### config.mk
export PLATFORM = sky130hd
export DESIGN_NAME = i2c_target_regs
export DESIGN_NICKNAME = d
export VERILOG_FILES = /design/src/rtl/i2c_target_regs.sv
export SDC_FILE = /design/constraint.sdc
export NUM_CORES = 1
export LEC_CHECK = 0
export ABC_AREA = 1
export BUFFER_PORTS_ARGS = -buffer_cell sky130_fd_sc_hd__buf_2
export CAP_MARGIN = 10
export CELL_PAD_IN_SITES_DETAIL_PLACEMENT = 1
export CELL_PAD_IN_SITES_GLOBAL_PLACEMENT = 1
export CORE_ASPECT_RATIO = 1.75
export CORE_UTILIZATION = 43
export CTS_CLUSTER_DIAMETER = 30
export DETAILED_ROUTE_END_ITERATION = 12
export PLACE_DENSITY_LB_ADDON = 0.1
export SYNTH_ARGS = -nofsm -noshare
export SYNTH_HDL_FRONTEND = slang
export SYNTH_SLANG_ARGS = --single-unit
### constraint.sdc
create_clock -name clock -period 2.4 [get_ports clock]
set_input_delay 0.12 -clock clock [delete_from_list [all_inputs] [get_ports clock]]
set_output_delay 0.12 -clock clock [all_outputs]
set_load 0.02 [all_outputs]
### src/rtl/i2c_target_regs.sv
// I2C target that maps bus transfers onto a byte-wide register port.
// Writes: first byte loads the pointer, following bytes store at it. Reads stream from the pointer.
module i2c_target_regs #(
    parameter logic [6:0] TARGET_ADDR = 7'h42,
    parameter int         REG_ADDR_W  = 4
) (
    input  logic                  clock,
    input  logic                  reset_n,
    input  logic                  scl_in,
    input  logic                  sda_in,
    output logic                  sda_oe,
    output logic [REG_ADDR_W-1:0] reg_addr,
    output logic [7:0]            reg_wdata,
    output logic                  reg_we,
    input  logic [7:0]            reg_rdata,
    output logic                  busy
);
    typedef enum logic [3:0] {
        IDLE, ADDR, ADDR_ACK, PTR, PTR_ACK, WDATA, WDATA_ACK, RDATA, RDATA_ACK, WAIT_STOP
    } state_t;

    localparam logic [REG_ADDR_W-1:0] ADDR_INC = {{(REG_ADDR_W-1){1'b0}}, 1'b1};

    state_t     state;
    logic       scl_p0, scl_p1, scl_p2;
    logic       sda_p0, sda_p1, sda_p2;
    logic [3:0] bit_cnt;
    logic [7:0] shift;
    logic       mack;
    logic       scl_rise, scl_fall, start_det, stop_det, shift_in, load_rd;

    // Stage p0/p1: two-flop synchronizer; p2: previous sample for edge detect.
    always_ff @(posedge clock or negedge reset_n) begin
        if (!reset_n) begin
            scl_p0 <= 1'b1;
            scl_p1 <= 1'b1;
            scl_p2 <= 1'b1;
            sda_p0 <= 1'b1;
            sda_p1 <= 1'b1;
            sda_p2 <= 1'b1;
        end else begin
            scl_p0 <= scl_in;
            scl_p1 <= scl_p0;
            scl_p2 <= scl_p1;
            sda_p0 <= sda_in;
            sda_p1 <= sda_p0;
            sda_p2 <= sda_p1;
        end
    end

    // START/STOP need SCL high on both samples, so any SCL edge suppresses them.
    assign scl_rise  = scl_p1 & ~scl_p2;
    assign scl_fall  = ~scl_p1 & scl_p2;
    assign start_det = scl_p1 & scl_p2 & sda_p2 & ~sda_p1;
    assign stop_det  = scl_p1 & scl_p2 & ~sda_p2 & sda_p1;

    assign shift_in = scl_rise && (bit_cnt != 4'd8) &&
                      (state == ADDR || state == PTR || state == WDATA);
    assign load_rd  = scl_fall && ((state == ADDR_ACK && shift[0]) ||
                                   (state == RDATA_ACK && mack));

    always_ff @(posedge clock) begin
        if (shift_in)
            shift <= {shift[6:0], sda_p1};
        else if (load_rd)
            shift <= reg_rdata;
        else if (scl_fall && state == RDATA && bit_cnt != 4'd8)
            shift <= {shift[6:0], 1'b0};
    end

    // Stage p3: protocol FSM acting on detected edges.
    always_ff @(posedge clock or negedge reset_n) begin
        if (!reset_n) begin
            state     <= IDLE;
            sda_oe    <= 1'b0;
            reg_addr  <= '0;
            reg_wdata <= 8'h00;
            reg_we    <= 1'b0;
            busy      <= 1'b0;
            bit_cnt   <= 4'd0;
            mack      <= 1'b0;
        end else begin
            reg_we <= 1'b0;
            if (start_det) begin
                state   <= ADDR;
                sda_oe  <= 1'b0;
                bit_cnt <= 4'd0;
            end else if (stop_det) begin
                state   <= IDLE;
                sda_oe  <= 1'b0;
                busy    <= 1'b0;
                bit_cnt <= 4'd0;
            end else if (scl_rise) begin
                if (shift_in) begin
                    bit_cnt <= bit_cnt + 4'd1;
                    if (state == WDATA && bit_cnt == 4'd7) begin
                        reg_wdata <= {shift[6:0], sda_p1};
                        reg_we    <= 1'b1;
                    end
                end
                if (state == RDATA_ACK) begin
                    mack     <= ~sda_p1;
                    reg_addr <= reg_addr + ADDR_INC;
                end
            end else if (scl_fall) begin
                if (load_rd) begin
                    sda_oe  <= ~reg_rdata[7];
                    bit_cnt <= 4'd1;
                    state   <= RDATA;
                end else begin
                    case (state)
                        ADDR: if (bit_cnt == 4'd8) begin
                            bit_cnt <= 4'd0;
                            if (shift[7:1] == TARGET_ADDR) begin
                                sda_oe <= 1'b1;
                                busy   <= 1'b1;
                                state  <= ADDR_ACK;
                            end else begin
                                state <= WAIT_STOP;
                            end
                        end
                        ADDR_ACK: begin
                            sda_oe <= 1'b0;
                            state  <= PTR;
                        end
                        PTR: if (bit_cnt == 4'd8) begin
                            reg_addr <= shift[REG_ADDR_W-1:0];
                            sda_oe   <= 1'b1;
                            bit_cnt  <= 4'd0;
                            state    <= PTR_ACK;
                        end
                        PTR_ACK: begin
                            sda_oe <= 1'b0;
                            state  <= WDATA;
                        end
                        WDATA: if (bit_cnt == 4'd8) begin
                            sda_oe  <= 1'b1;
                            bit_cnt <= 4'd0;
                            state   <= WDATA_ACK;
                        end
                        WDATA_ACK: begin
                            sda_oe   <= 1'b0;
                            reg_addr <= reg_addr + ADDR_INC;
                            state    <= WDATA;
                        end
                        RDATA: if (bit_cnt == 4'd8) begin
                            sda_oe  <= 1'b0;
                            bit_cnt <= 4'd0;
                            state   <= RDATA_ACK;
                        end else begin
                            sda_oe  <= ~shift[6];
                            bit_cnt <= bit_cnt + 4'd1;
                        end
                        RDATA_ACK: begin
                            sda_oe <= 1'b0;
                            state  <= WAIT_STOP;
                        end
                        default: ;
                    endcase
                end
            end
        end
    end
endmodule

======== After elaboration in Yosys (flattened, before gate mapping) ========
Index checks and enable logic that the tools add are counted.
storage, ports and cells
  register bits ........................... 38
  bits of input ports ..................... 12
  output and inout port bits .............. 15
  logic and storage cells ................. 141
operators by class
  add/subtract/negate cells ............... 2
  equality and inequality tests ........... 26
  mux-type cells .......................... 49
  bitwise logic cells ..................... 15
  reductions and logical operators ........ 34
operators with widths
  kind                                                             count
  4-bit 2-to-1 mux                                                 23
  4-bit case mux with 7 select lines                               1
  5-bit by 4-bit != test with 1-bit output, second input constant  5
  8-bit 2-to-1 mux                                                 3
  7-bit AND reduction                                              3
  4-bit by 3-bit == test with 1-bit output, second input constant  5
  1-bit 2-to-1 mux                                                 19
  4-bit case mux with 2 select lines                               2
  10-bit nonzero test                                              1
  2-bit nonzero test                                               5
  3-bit nonzero test                                               3
  4-bit by 1-bit adder with 4-bit output, second input constant    2
  4-bit by 2-bit == test with 1-bit output, second input constant  2
  4-bit == test, second input constant                             2
  1-bit logical AND                                                8
  1-bit inverter                                                   8
  4-bit AND reduction                                              2
  1-bit bitwise AND                                                7
  7-bit == test, second input constant                             1
  7-bit nonzero test                                               1
  6-bit by 1-bit != test with 1-bit output, second input constant  1
  6-bit AND reduction                                              1
  6-bit nonzero test                                               1
  5-bit by 1-bit != test with 1-bit output, second input constant  1
  other kinds (14)                                                 19

======== Depth between registers and ports, before layout ========
Gate-level depths: netlist of run 1.
  depth after elaboration ................. 9
  gate-level depth with buffers ........... 12

======== Worst setup path after synthesis of run 1 ========
Ideal clock, no wire load.
  path kind ............................... reg2reg
  start point ............................. reg scl_p1
  end point ............................... reg shift[0] (enable)
  data arrival time ....................... 1.500 ns
  path slack .............................. 0.524 ns
  cell stages (with the launch flop) ...... 6
  path buffers ............................ 0
  period minus slack after synthesis ...... 1.876 ns
  cell sequence ........................... dfstp_2 -> ha_1 -> clkinv_1 -> nor2_1 -> nand2_1 -> o211ai_1
on the way
  word-level cells in the longest chain between the ends .. 5
  elaborated cells between the ends (all ways) .. 9
ends and longest elaborated chain
  element                          RTL line  source
  start: declaration               25        logic scl_p0, scl_p1, scl_p2;
  start signal: assignment         43        scl_p1 <= scl_p0;
  1-bit inverter                   53        assign scl_fall = ~scl_p1 & scl_p2;
  1-bit bitwise AND                53
  1-bit logical AND (2 in series)  67        else if (scl_fall && state == RDATA && bit_cnt != 4'd8)
  3-bit nonzero test (no line) *   --
  end signal: assignment           64        shift <= {shift[6:0], sda_p1};
  end signal: assignment           66        shift <= reg_rdata;
  end signal: assignment           68        shift <= {shift[6:0], 1'b0};
  end: declaration                 28        logic [7:0] shift;
Mark *: on every way between the ends. The rest lies on a longest branch, timed or not.
A chain may end at the register's enable or synchronous reset.

======== Final worst setup path of run 1 ========
  start point ............................. reg scl_p1
  end point ............................... reg reg_wdata[0]
on the way
  word-level cells in the longest chain between the ends .. 5
  elaborated cells between the ends (all ways) .. 11
ends and longest elaborated chain
  element                                                    RTL line  source
  1-bit bitwise AND                                          54, 55
  1-bit bitwise AND, on equally long branches (2 in series)  55, 54
  1-bit inverter (no line)                                   --
  5-bit AND reduction (no line) *                            --
  end signal: assignment                                     97        reg_wdata <= {shift[6:0], sda_p1};
  end: declaration                                           13        output logic [7:0] reg_wdata,
Marked as above.

==> impl_metrics.csv, run 1 <==
group,metric,value,unit
pwr,internal_power,1.17,mW
clock_network,cts_buffers,5,
logic_synthesis,synthTopCellsByArea,"dfrtp_1 27%, nand2_1 15%, edfxtp_1 11%",
global_routing,grt_start_max_net_pins,31,
finish,multi_input_area,1060,sq um
sta,fmax,524,MHz
route,wl_per_cell,15.9,microns
floorplanning,die_h,97.2,microns
sta,grt_setup_unrepaired,"no",
clock_network,htree_levels,2,
floorplanning,die_area,5480,sq um
clock_network,cts_sinks,38,
route,drt_wl_total,6.01,mm
global_routing,grt-ovfl-total,0,
finish,syn_to_final_growth,14.2,%
route,drcViolationCount,0,
setup_path,crit_chain,"ha_1, nand2_1, nand2_1, nand2_2, inv_1, nor3_2, nand3_2, nand2_1, o21ai_2",
route,first_pass_iters,4,
hold_path,hp-class,"in2reg",
logic_synthesis,netlist_area,2230,sq um
pwr,powerDensity,758,nW/um^2
placed_design,dp_hpwl,4.68,mm
setup_path,cp-start-kind,"flip-flop",
clock_network,cts_tree,"done",
global_routing,grt_pass1_wl,10.1,mm
setup_path,cp_num_buf_inv,1,
sta,skew,0.00647,ns
clock_network,clk_pin_slew_worst_paths,0.08,ns
logic_synthesis,ys_async_sr_fraction,0.789,
sta,min_period_over_period,0.795,
logic_synthesis,synth_cell_types,33,
sta,worst_slack,0.492,ns
route,drtIter0Drc,44,
sta,min_period,1.91,ns
logic_synthesis,synth-seq-cells,38,
sta,maxSlewViolCount,0,
floorplanning,ios,27,
global_routing,grt_pass1_vias,2128,
finish,nets,340,
clock_network,post-cts-setup-buffers,0,
global_routing,grt_usage,0.238,
sta,setup_viol_count_final,0,
flow_run,drv_cap,0,
route,drt-vias-per-instance,5.41,
placed_design,io_buffer_count,26,
outcome,status,"complete, no violations",
pwr,leakage,1.34,nW
logic_synthesis,synth_nets,303,
placed_design,post-place-ws,0.474,ns
finish,nFillCells,646,
clock_network,cts_buffer_depth,2,
pwr,pwr-share-clk,0.234,
logic_synthesis,synth_top_area_cell,"dfrtp_1",
placed_design,place_area,2420,sq um
finish,fin_area,2540,sq um
logic_synthesis,ys.flop_type,"dfrtp_1",
floorplanning,coreArea,4980,sq um
logic_synthesis,synthCells,285,
logic_synthesis,synth_area_per_cell,7.81,sq um
logic_synthesis,yosys_warnings,0,
sta,slew_headroom,0.528,
pwr,switchingPower,0.761,mW
clock_network,clk_latency,0.29,ns
sta,hold_violations,0,
setup_path,worstSetupEndpointType,"flip-flop",
pwr,power_frac_comb,0.318,
pwr,p_sw_frac,0.395,
sta,setup_tns,0,ns
clock_network,cts.repair.resized,0,
logic_synthesis,synth_top_area_share,0.270,
setup_path,cpMaxStageDelayCell,"dfstp_2",
route,ant_nets,0,
pwr,ir_worst_vdd,0.484,mV
setup_path,worst_ep_required_time,2.57,ns
setup_path,path_common_cell,"nand2_1",
setup_path,critPathKind,"reg2reg",
logic_synthesis,ys_seq_area_frac,0.449,
floorplanning,start_util,0.447,
setup_path,worst-path-max-fanout,17,
finish,antenna_cells,0,
logic_synthesis,synth_edf_count,8,
route,via_count,2041,
floorplanning,die_x,56.4,microns
sta,tightest_slew,0.708,ns
pwr,pwr-share-seq,0.448,
clock_network,cts_hold_buf,3,
finish,drive_gt1_frac,0.223,
floorplanning,core.rowCount,34,
setup_path,critPathTopFamily,"simple AND/OR/NAND/NOR gates",
placed_design,place.gp.congestion,0.955,
finish,seq_area,998,sq um
setup_path,cp.arrival,2.08,ns
setup_path,cpPeakStageDelay,0.39,ns
clock_network,root_buffer,"clkbuf_8",
global_routing,antenna_found_initial,0,
[state kept, by name, indices dropped and copies added (netlist names)]
register and flops:
shift 8, sda_oe 1, sda_p0 1, sda_p1 1
scl_p2 1, state 4, scl_p0 1, mack 1
sda_p2 1, scl_p1 1, reg_we 1, reg_addr 4
busy 1, reg_wdata 8, bit_cnt 4
[metal layers]
metal / wire, microns / share of wire / track usage / vias to the layer above
li1: - / - / - / 998
met1: 2300 / 0.38 / 0.244 / 986
met2: 3360 / 0.56 / 0.462 / 42
met3: 154 / 0.026 / 0.0373 / 15
met4: 197 / 0.033 / 0.0938 / 0
met5: 0 / 0 / 0 / -
[stage by stage]
stage                     power, mW  hold WS (ns)  utilization  cells
after floorplan                1.29        -0.176            -    285
after detailed placement       1.49         0.210        0.487    366
after CTS                      1.94         0.107        0.511    377
final                          1.93         0.106        0.511    377
after global placement         1.47         0.203        0.487    366
after global routing           2.04         0.113        0.511    377
[kinds of logic (layout without fill, tap and decap cells)]
logic type,count (synthesis),after routing,share of synthesized area
xor+xnor,3,3,0.0118
buf+inv,38,76,0.0731
simple gates,164,164,0.331
flops,38,38,0.449
fa+ha+maj,6,6,0.0337
compound gates,36,36,0.102
[power by group through the flow]
stage	registers, mW	logic [mW]	clock network [mW]
after floorplan	0.867	0.424	0
after global routing	0.872	0.696	0.474
after CTS	0.863	0.621	0.457
after global placement	0.869	0.600	0
after detailed placement	0.876	0.613	0
final	0.863	0.614	0.450
[tightest hold or removal path, stage by stage]
cell     delay [ns]
buf_2          0.08
nand2_1        0.04
o21ai_0        0.05
[synth_stat cells (3+ instances only)]
library cell and number:
dfrtp_1 24, dfstp_2 6, edfxtp_1 8, ha_1 6
inv_1 29, inv_2 4, nand2_1 90, nand2_2 3
nand3_1 18, nand3_2 4, nand4_1 9, nor2_1 27
nor2_2 4, nor3_1 4, o21ai_0 18, o21ai_2 8
xor2_1 3
[cells in the final DEF (no fill, tap or decap), types with 8 or more instances in the layout]
cell type / instances
inv_1: 29
edfxtp_1: 8
nor2_1: 27
o21ai_0: 18
nand4_1: 9
nand3_1: 18
o21ai_2: 8
nand2_1: 90
dfrtp_1: 24
buf_2: 26
[area by class of cell]
| type | count | area share |
|---|---|---|
| well taps | 54 | 0.0266 |
| clock inverters | 2 | 0.00591 |
| repair buffers | 33 | 0.0748 |
| multi-input cells | 209 | 0.419 |
| flip-flops and latches | 38 | 0.393 |
| inverters | 35 | 0.0522 |
| clock buffers | 6 | 0.0286 |
[worst paths after layout]
path,start,to,slack (ns),depth (start not counted)
worst max-delay path,scl_p1$_DFF_PN1_,reg_wdata[0]$_DFFE_PN0P_,0.49,9
worst min-delay path,reg_rdata[0],shift[0]$_DFFE_PP_,0.11,3
worst max register to register,scl_p1$_DFF_PN1_,reg_wdata[0]$_DFFE_PN0P_,0.49,9
worst min register to register,sda_p0$_DFF_PN1_,sda_p1$_DFF_PN1_,0.36,0
max in group asynchronous,reset_n,mack$_DFFE_PN0P_,1.54,2
min in group asynchronous,reset_n,bit_cnt[0]$_DFFE_PN0P_,0.41,2
Note: power is estimated with default switching activity, not from simulation.
==> inputs of run 2 (changes only) <==
--- a/config.mk
+++ b/config.mk
@@ -11,7 +11,7 @@
 export CELL_PAD_IN_SITES_DETAIL_PLACEMENT = 1
 export CELL_PAD_IN_SITES_GLOBAL_PLACEMENT = 1
 export CORE_ASPECT_RATIO = 1.75
-export CORE_UTILIZATION = 43
+export CORE_UTILIZATION = 38
 export CTS_CLUSTER_DIAMETER = 30
 export DETAILED_ROUTE_END_ITERATION = 12
 export PLACE_DENSITY_LB_ADDON = 0.1
==> constraint.sdc (replaced) <==
create_clock -name clock -period 1.75 [get_ports clock]
set_input_delay 0.0875 -clock clock [delete_from_list [all_inputs] [get_ports clock]]
set_output_delay 0.0875 -clock clock [all_outputs]
set_load 0.02 [all_outputs]
==> run 2 against run 1 <==
Effect of this change:
- global-route usage fell by 0.21 points
- die area rose by 13%
- critical endpoint is now shift[6]$_DFFE_PP_
- via count is 0.78% higher
- largest cell class unchanged
- register-to-register slack worse by 0.44 ns
- wire length grew 8.8%
- clock power rose by 33%
- highest routed layer unchanged
- largest power group unchanged
- first-iteration DRC count shrank 2.3%
- combinational power rose by 64%
==> impl_metrics.csv, run 2 (synthesis gave the netlist of run 1 again) <==
group,metric,value,unit
flow_run,drv_cap,0,
clock_network,cts_sinks,38,
placed_design,place_area,2550,sq um
hold_path,hp-class,"in2reg",
route,wl_met3,111,microns
pwr,ir_worst_vdd,0.673,mV
setup_path,path_common_cell,"nand2_1",
placed_design,dp_cells,398,
clock_network,cts_tree,"done",
finish,finalNonFillerCells,417,
clock_network,clk_pin_slew_worst_paths,0.08,ns
route,route.met2.wl,3.85,mm
sta,slew_headroom,0.514,
setup_path,cpMaxStageDelayCell,"dfrtp_2",
floorplanning,ios,27,
placed_design,io_buffer_count,26,
route,wl_per_cell,15.7,microns
floorplanning,die_h,103,microns
setup_path,crit_chain,"inv_2, nand2_1, nor2_1, nand2_1, o211ai_1, buf_4",
sta,hold_violations,0,
sta,hold_ws,0.0662,ns
route,drt_wl_total,6.53,mm
route,drt-vias-per-instance,4.93,
sta,setup_viol_count_final,0,
route,first_pass_iters,4,
outcome,status,"complete, no violations",
finish,nets,358,
sta,skew,0.00660,ns
floorplanning,die_x,59.9,microns
setup_path,worstSetupEndpointType,"flip-flop",
finish,antenna_cells,0,
global_routing,grt_usage,0.236,
global_routing,grt_pass1_wl,10.4,mm
placed_design,place.gp.congestion,0.888,
floorplanning,coreArea,5590,sq um
route,ant_nets,0,
clock_network,cts_buffers,5,
setup_path,cp_num_buf_inv,2,
sta,tightest_slew,0.729,ns
setup_path,worst_ep_required_time,1.76,ns
clock_network,root_buffer,"clkbuf_8",
finish,syn_to_final_growth,27.7,%
route,wl_met1,2.39,mm
global_routing,grt_pass1_vias,2193,
finish,drive_gt1_frac,0.331,
sta,maxSlewViolCount,0,
finish,final_common_cell,"nand2_1",
global_routing,grt-ovfl-total,0,
finish,reg_top3,"reg_wdata: 8 flops, shift: 8 flops",
route,highest_layer,"met4",
floorplanning,core.rowCount,36,
sta,min_period,1.70,ns
route,drcViolationCount,0,
clock_network,clk_latency,0.30,ns
route,drtIter0Drc,43,
clock_network,cts_buffer_depth,2,
route,via_count,2057,
pwr,leakage,1.45,nW
finish,fin_area,2840,sq um
setup_path,critPathTopFamily,"simple AND/OR/NAND/NOR gates",
placed_design,dp_hpwl,5.04,mm
clock_network,htree_levels,2,
pwr,powerDensity,980,nW/um^2
setup_path,critPathKind,"reg2reg",
setup_path,worst-path-max-fanout,8,
finish,final_cell_mix,"83 x nand2_1, 27 x inv_1, 26 x buf_2",
setup_path,cp-start-kind,"flip-flop",
global_routing,antenna_found_initial,0,
floorplanning,die_area,6180,sq um
setup_path,cpPeakStageDelay,0.45,ns
sta,fmax,590,MHz
floorplanning,start_util,0.399,
finish,nFillCells,747,
global_routing,grt_start_max_net_pins,31,
sta,min_period_over_period,0.969,
setup_path,cp.arrival,1.71,ns
## run 2: cell count changes in the layout (fill, tap and decap cells not counted), moves of 3 or more
| cell | before | now |
|---|---|---|
| buf_4 | 4 | 20 |
| dfrtp_1 | 24 | 20 |
| dfrtp_2 | 0 | 4 |
| ha_1 | 6 | 2 |
| nand2_1 | 90 | 83 |
| nand2_2 | 3 | 8 |
| nor2_1 | 27 | 23 |
| nor2_4 | 1 | 4 |
## run 2: final cells by class
type	count	area [sq um]	area share
Timing Repair Buffer	51	342	0.120
Clock buffer	6	72.6	0.0255
Sequential cell	38	1000	0.353
Multi-Input combinational cell	209	1180	0.415
Inverter	35	141	0.0497
Clock inverter	2	8.76	0.00308
Tap cell	76	95.1	0.0335
## run 2: path summary, 6_finish.rpt
check | end | cells past startpoint | startpoint | slack [ns]
hold reg to reg | sda_p1$_DFF_PN1_ | 0 | sda_p0$_DFF_PN1_ | 0.36
hold / removal | shift[3]$_DFFE_PP_ | 3 | reg_rdata[3] | 0.07
setup / recovery | shift[6]$_DFFE_PP_ | 6 | state[3]$_DFFE_PN0P_ | 0.05
setup reg to reg | shift[6]$_DFFE_PP_ | 6 | state[3]$_DFFE_PN0P_ | 0.05
min in group asynchronous | state[1]$_DFFE_PN0P_ | 2 | reset_n | 0.38
max in group asynchronous | state[2]$_DFFE_PN0P_ | 2 | reset_n | 0.87
## run 2: what timing repair did
action | in CTS | in global routing
hold buffers | 3 | 0
gates resized for setup | 4 | 32
endpoints found under the setup margin | 14 | 33
setup buffers | 2 | 6
pin swaps | 2 | 8
hold endpoints to repair | 26 | 0
## run 2: stage by stage
| step | setup slack [ns] | setup TNS, ns | util | total power, mW |
|---|---|---|---|---|
| finish | 0.0548 | 0 | 0.509 | 2.79 |
| global route | -0.0226 | -0.0444 | 0.509 | 2.98 |
| CTS | 0.0105 | 0 | 0.481 | 2.71 |
| detailed placement | -0.000494 | -0.000880 | 0.456 | 2.09 |
| global placement | 0.0457 | 0 | 0.456 | 2.06 |
| floorplan | 0.00627 | 0 | - | 1.77 |
## run 2: routing by layer
metal / global-route usage / vias up
li1: - / 1031
met1: 0.224 / 986
met2: 0.479 / 30
met3: 0.0299 / 10
met4: 0.102 / 0
met5: 0 / -
## run 2: power by group
part	switching, mW	total (mW)	leakage, nW	internal, mW
sequential	0.133	1.18	0.453	1.05
combinational	0.637	1.01	0.957	0.369
clock	0.325	0.599	0.0426	0.274
total	1.09	2.79	1.45	1.69
## run 2: worst reg2reg max path, cell delays in order, from the launching register on
cell      delay (ns)
dfrtp_2         0.45
inv_2           0.08
nand2_1         0.07
nor2_1          0.27
nand2_1         0.16
o211ai_1        0.18
buf_4           0.20
==> inputs of run 3 (changes only) <==
--- a/config.mk
+++ b/config.mk
@@ -15,6 +15,7 @@
 export CTS_CLUSTER_DIAMETER = 30
 export DETAILED_ROUTE_END_ITERATION = 12
 export PLACE_DENSITY_LB_ADDON = 0.1
+export RECOVER_POWER = 50
 export SYNTH_ARGS = -nofsm -noshare
 export SYNTH_HDL_FRONTEND = slang
 export SYNTH_SLANG_ARGS = --single-unit
==> run 3 against run 2 <==
Effect of this change:
- sequential share of layout area up 0.20 points
- critical path depth did not move
- critical endpoint unchanged
- sequential power about the same
==> impl_metrics.csv, run 3 (synthesis gave the netlist of run 1 again) <==
group,metric,value,unit
outcome,status,"complete, no violations",
setup_path,reg2reg_depth,6,
sta,hold_ws,0.0662,ns
hold_path,hold_start,"reg_rdata[3]",
finish,drive_gt1_frac,0.290,
floorplanning,die_area,6180,sq um
hold_path,hold_path_end,"shift[3]$_DFFE_PP_",
sta,min_period,1.69,ns
finish,final_common_cell,"nand2_1",
floorplanning,core.rowCount,36,
placed_design,dp_hpwl,5.04,mm
clock_network,htree_levels,2,
setup_path,regToRegSetupSlack,0.06,ns
floorplanning,coreArea,5590,sq um
finish,post-route-util,0.506,
route,drt_wl_total,6.52,mm
floorplanning,start_util,0.399,
global_routing,grt_start_max_net_pins,31,
clock_network,cts_sinks,38,
hold_path,holdPathStages,3,
placed_design,place.gp.congestion,0.888,
setup_path,crit_chain,"inv_2, nand2_1, nor2_1, nand2_1, o211ai_1, buf_4",
route,drtIter0Drc,42,
setup_path,critPathTopFamily,"simple AND/OR/NAND/NOR gates",
floorplanning,ios,27,
finish,syn_to_final_growth,27.0,%
sta,skew,0.00808,ns
setup_path,path_common_cell,"nand2_1",
flow_run,drv_cap,0,
setup_path,worst-path-max-fanout,8,
route,via_count,2054,
placed_design,io_buffer_count,26,
route,drt-vias-per-instance,4.93,
clock_network,cts_buffer_depth,2,
finish,final_cell_mix,"83 x nand2_1, 27 x inv_1, 23 x nor2_1",
clock_network,clk_latency,0.30,ns
global_routing,grt_pass1_vias,2193,
pwr,powerDensity,983,nW/um^2
hold_path,hp-class,"in2reg",
setup_path,reg2reg_from,"state[3]$_DFFE_PN0P_",
sta,maxSlewViolCount,0,
route,ant_nets,0,
setup_path,cp-start-kind,"flip-flop",
finish,antenna_cells,0,
setup_path,cp.arrival,1.70,ns
sta,setup_viol_count_final,0,
finish,fin_area,2830,sq um
sta,min_period_over_period,0.965,
finish,multi_input_area,1180,sq um
floorplanning,die_h,103,microns
sta,slew_headroom,0.460,
route,wl_per_cell,15.6,microns
sta,hold_violations,0,
placed_design,place_area,2550,sq um
setup_path,cp_num_buf_inv,2,
clock_network,root_buffer,"clkbuf_8",
global_routing,grt_pass1_wl,10.4,mm
global_routing,grt_usage,0.236,
global_routing,antenna_found_initial,0,
clock_network,cts_tree,"done",
pwr,ir_worst_vdd,0.665,mV
finish,nFillCells,750,
finish,reg_top3,"reg_wdata: 8 flops, shift: 8 flops",
setup_path,cpPeakStageDelay,0.45,ns
sta,fmax,592,MHz
clock_network,cts_buffers,5,
route,first_pass_iters,4,
finish,nets,358,
pwr,leakage,1.40,nW
floorplanning,die_x,59.9,microns
setup_path,critPathKind,"reg2reg",
setup_path,cpMaxStageDelayCell,"dfrtp_2",
clock_network,clk_pin_slew_worst_paths,0.08,ns
setup_path,worst_ep_required_time,1.76,ns
finish,seq_area,1000,sq um
sta,tightest_slew,0.809,ns
global_routing,grt-ovfl-total,0,
route,drcViolationCount,0,
setup_path,r2r-end,"shift[6]$_DFFE_PP_",
pwr,power,2.78,mW
setup_path,worstSetupEndpointType,"flip-flop",
==> run 3: cell count changes in the layout (fill, tap and decap cells not counted), sizes merged <==
cell / before / now
clkbuf: 6 / 20
buf: 48 / 34
==> run 3: layer usage <==
layer	up-vias	GRT usage	share of wire	routed length [microns]
met4	0	0.102	0.023	153
met2	28	0.479	0.59	3860
met3	12	0.0299	0.016	104
met1	982	0.224	0.37	2400
li1	1032	-	-	-
met5	-	0	0	0
==> run 3: tightest hold or removal path: cells and delay by family <==
| kind | cells | cell delay [ns] |
|---|---|---|
| AO/OA/AOI/OAI | 1 | 0.05 |
| buffers and inverters | 1 | 0.07 |
| AND/OR/NAND/NOR | 1 | 0.04 |
==> run 3: report_power, final <==
group | internal [mW] | total [mW] | switching (mW)
logic | 0.363 | 1.00 | 0.637
registers | 1.05 | 1.18 | 0.134
clock network | 0.274 | 0.599 | 0.325
==> run 3: cell type report <==
cell class	instances	area share
Multi-Input combinational cell	209	0.417
Sequential cell	38	0.355
Timing Repair Buffer	51	0.115
Inverter	35	0.0500
Tap cell	76	0.0336
Clock buffer	6	0.0257
Clock inverter	2	0.00310
==> run 3: worst max path at each step <==
stage / from / end / slack, ns / cells after the start
after CTS: bit_cnt[0]$_DFFE_PN0P_ / reg_addr[1]$_DFFE_PN0P_ / 0.01 / 8
after detailed placement: scl_p1$_DFF_PN1_ / reg_addr[3]$_DFFE_PN0P_ / -0.0005 / 9
after global routing: state[3]$_DFFE_PN0P_ / sda_oe$_DFFE_PN0P_ / -0.02 / 11
final: state[3]$_DFFE_PN0P_ / shift[6]$_DFFE_PP_ / 0.06 / 6
after global placement: scl_p1$_DFF_PN1_ / reg_addr[2]$_DFFE_PN0P_ / 0.05 / 9
after floorplan: bit_cnt[0]$_DFFE_PN0P_ / shift[0]$_DFFE_PP_ / 0.006 / 5
==> run 3: stage by stage <==
stage	TNS (ns)	setup WS [ns]	std cells
CTS	0	0.0105	411
detailed placement	-0.000880	-0.000494	398
finish	0	0.0620	417
global placement	0	0.0457	398
global route	-0.0445	-0.0226	417
floorplan	0	0.00627	285
==> run 3: timing repair <==
item                                    in CTS  in global routing
hold buffers                                 3                  0
endpoints found under the hold margin       26                  0
gates resized for setup                      4                 32
buffers inserted                             2                  6
endpoints found under the setup margin      14                 33
pin swaps                                    2                  8
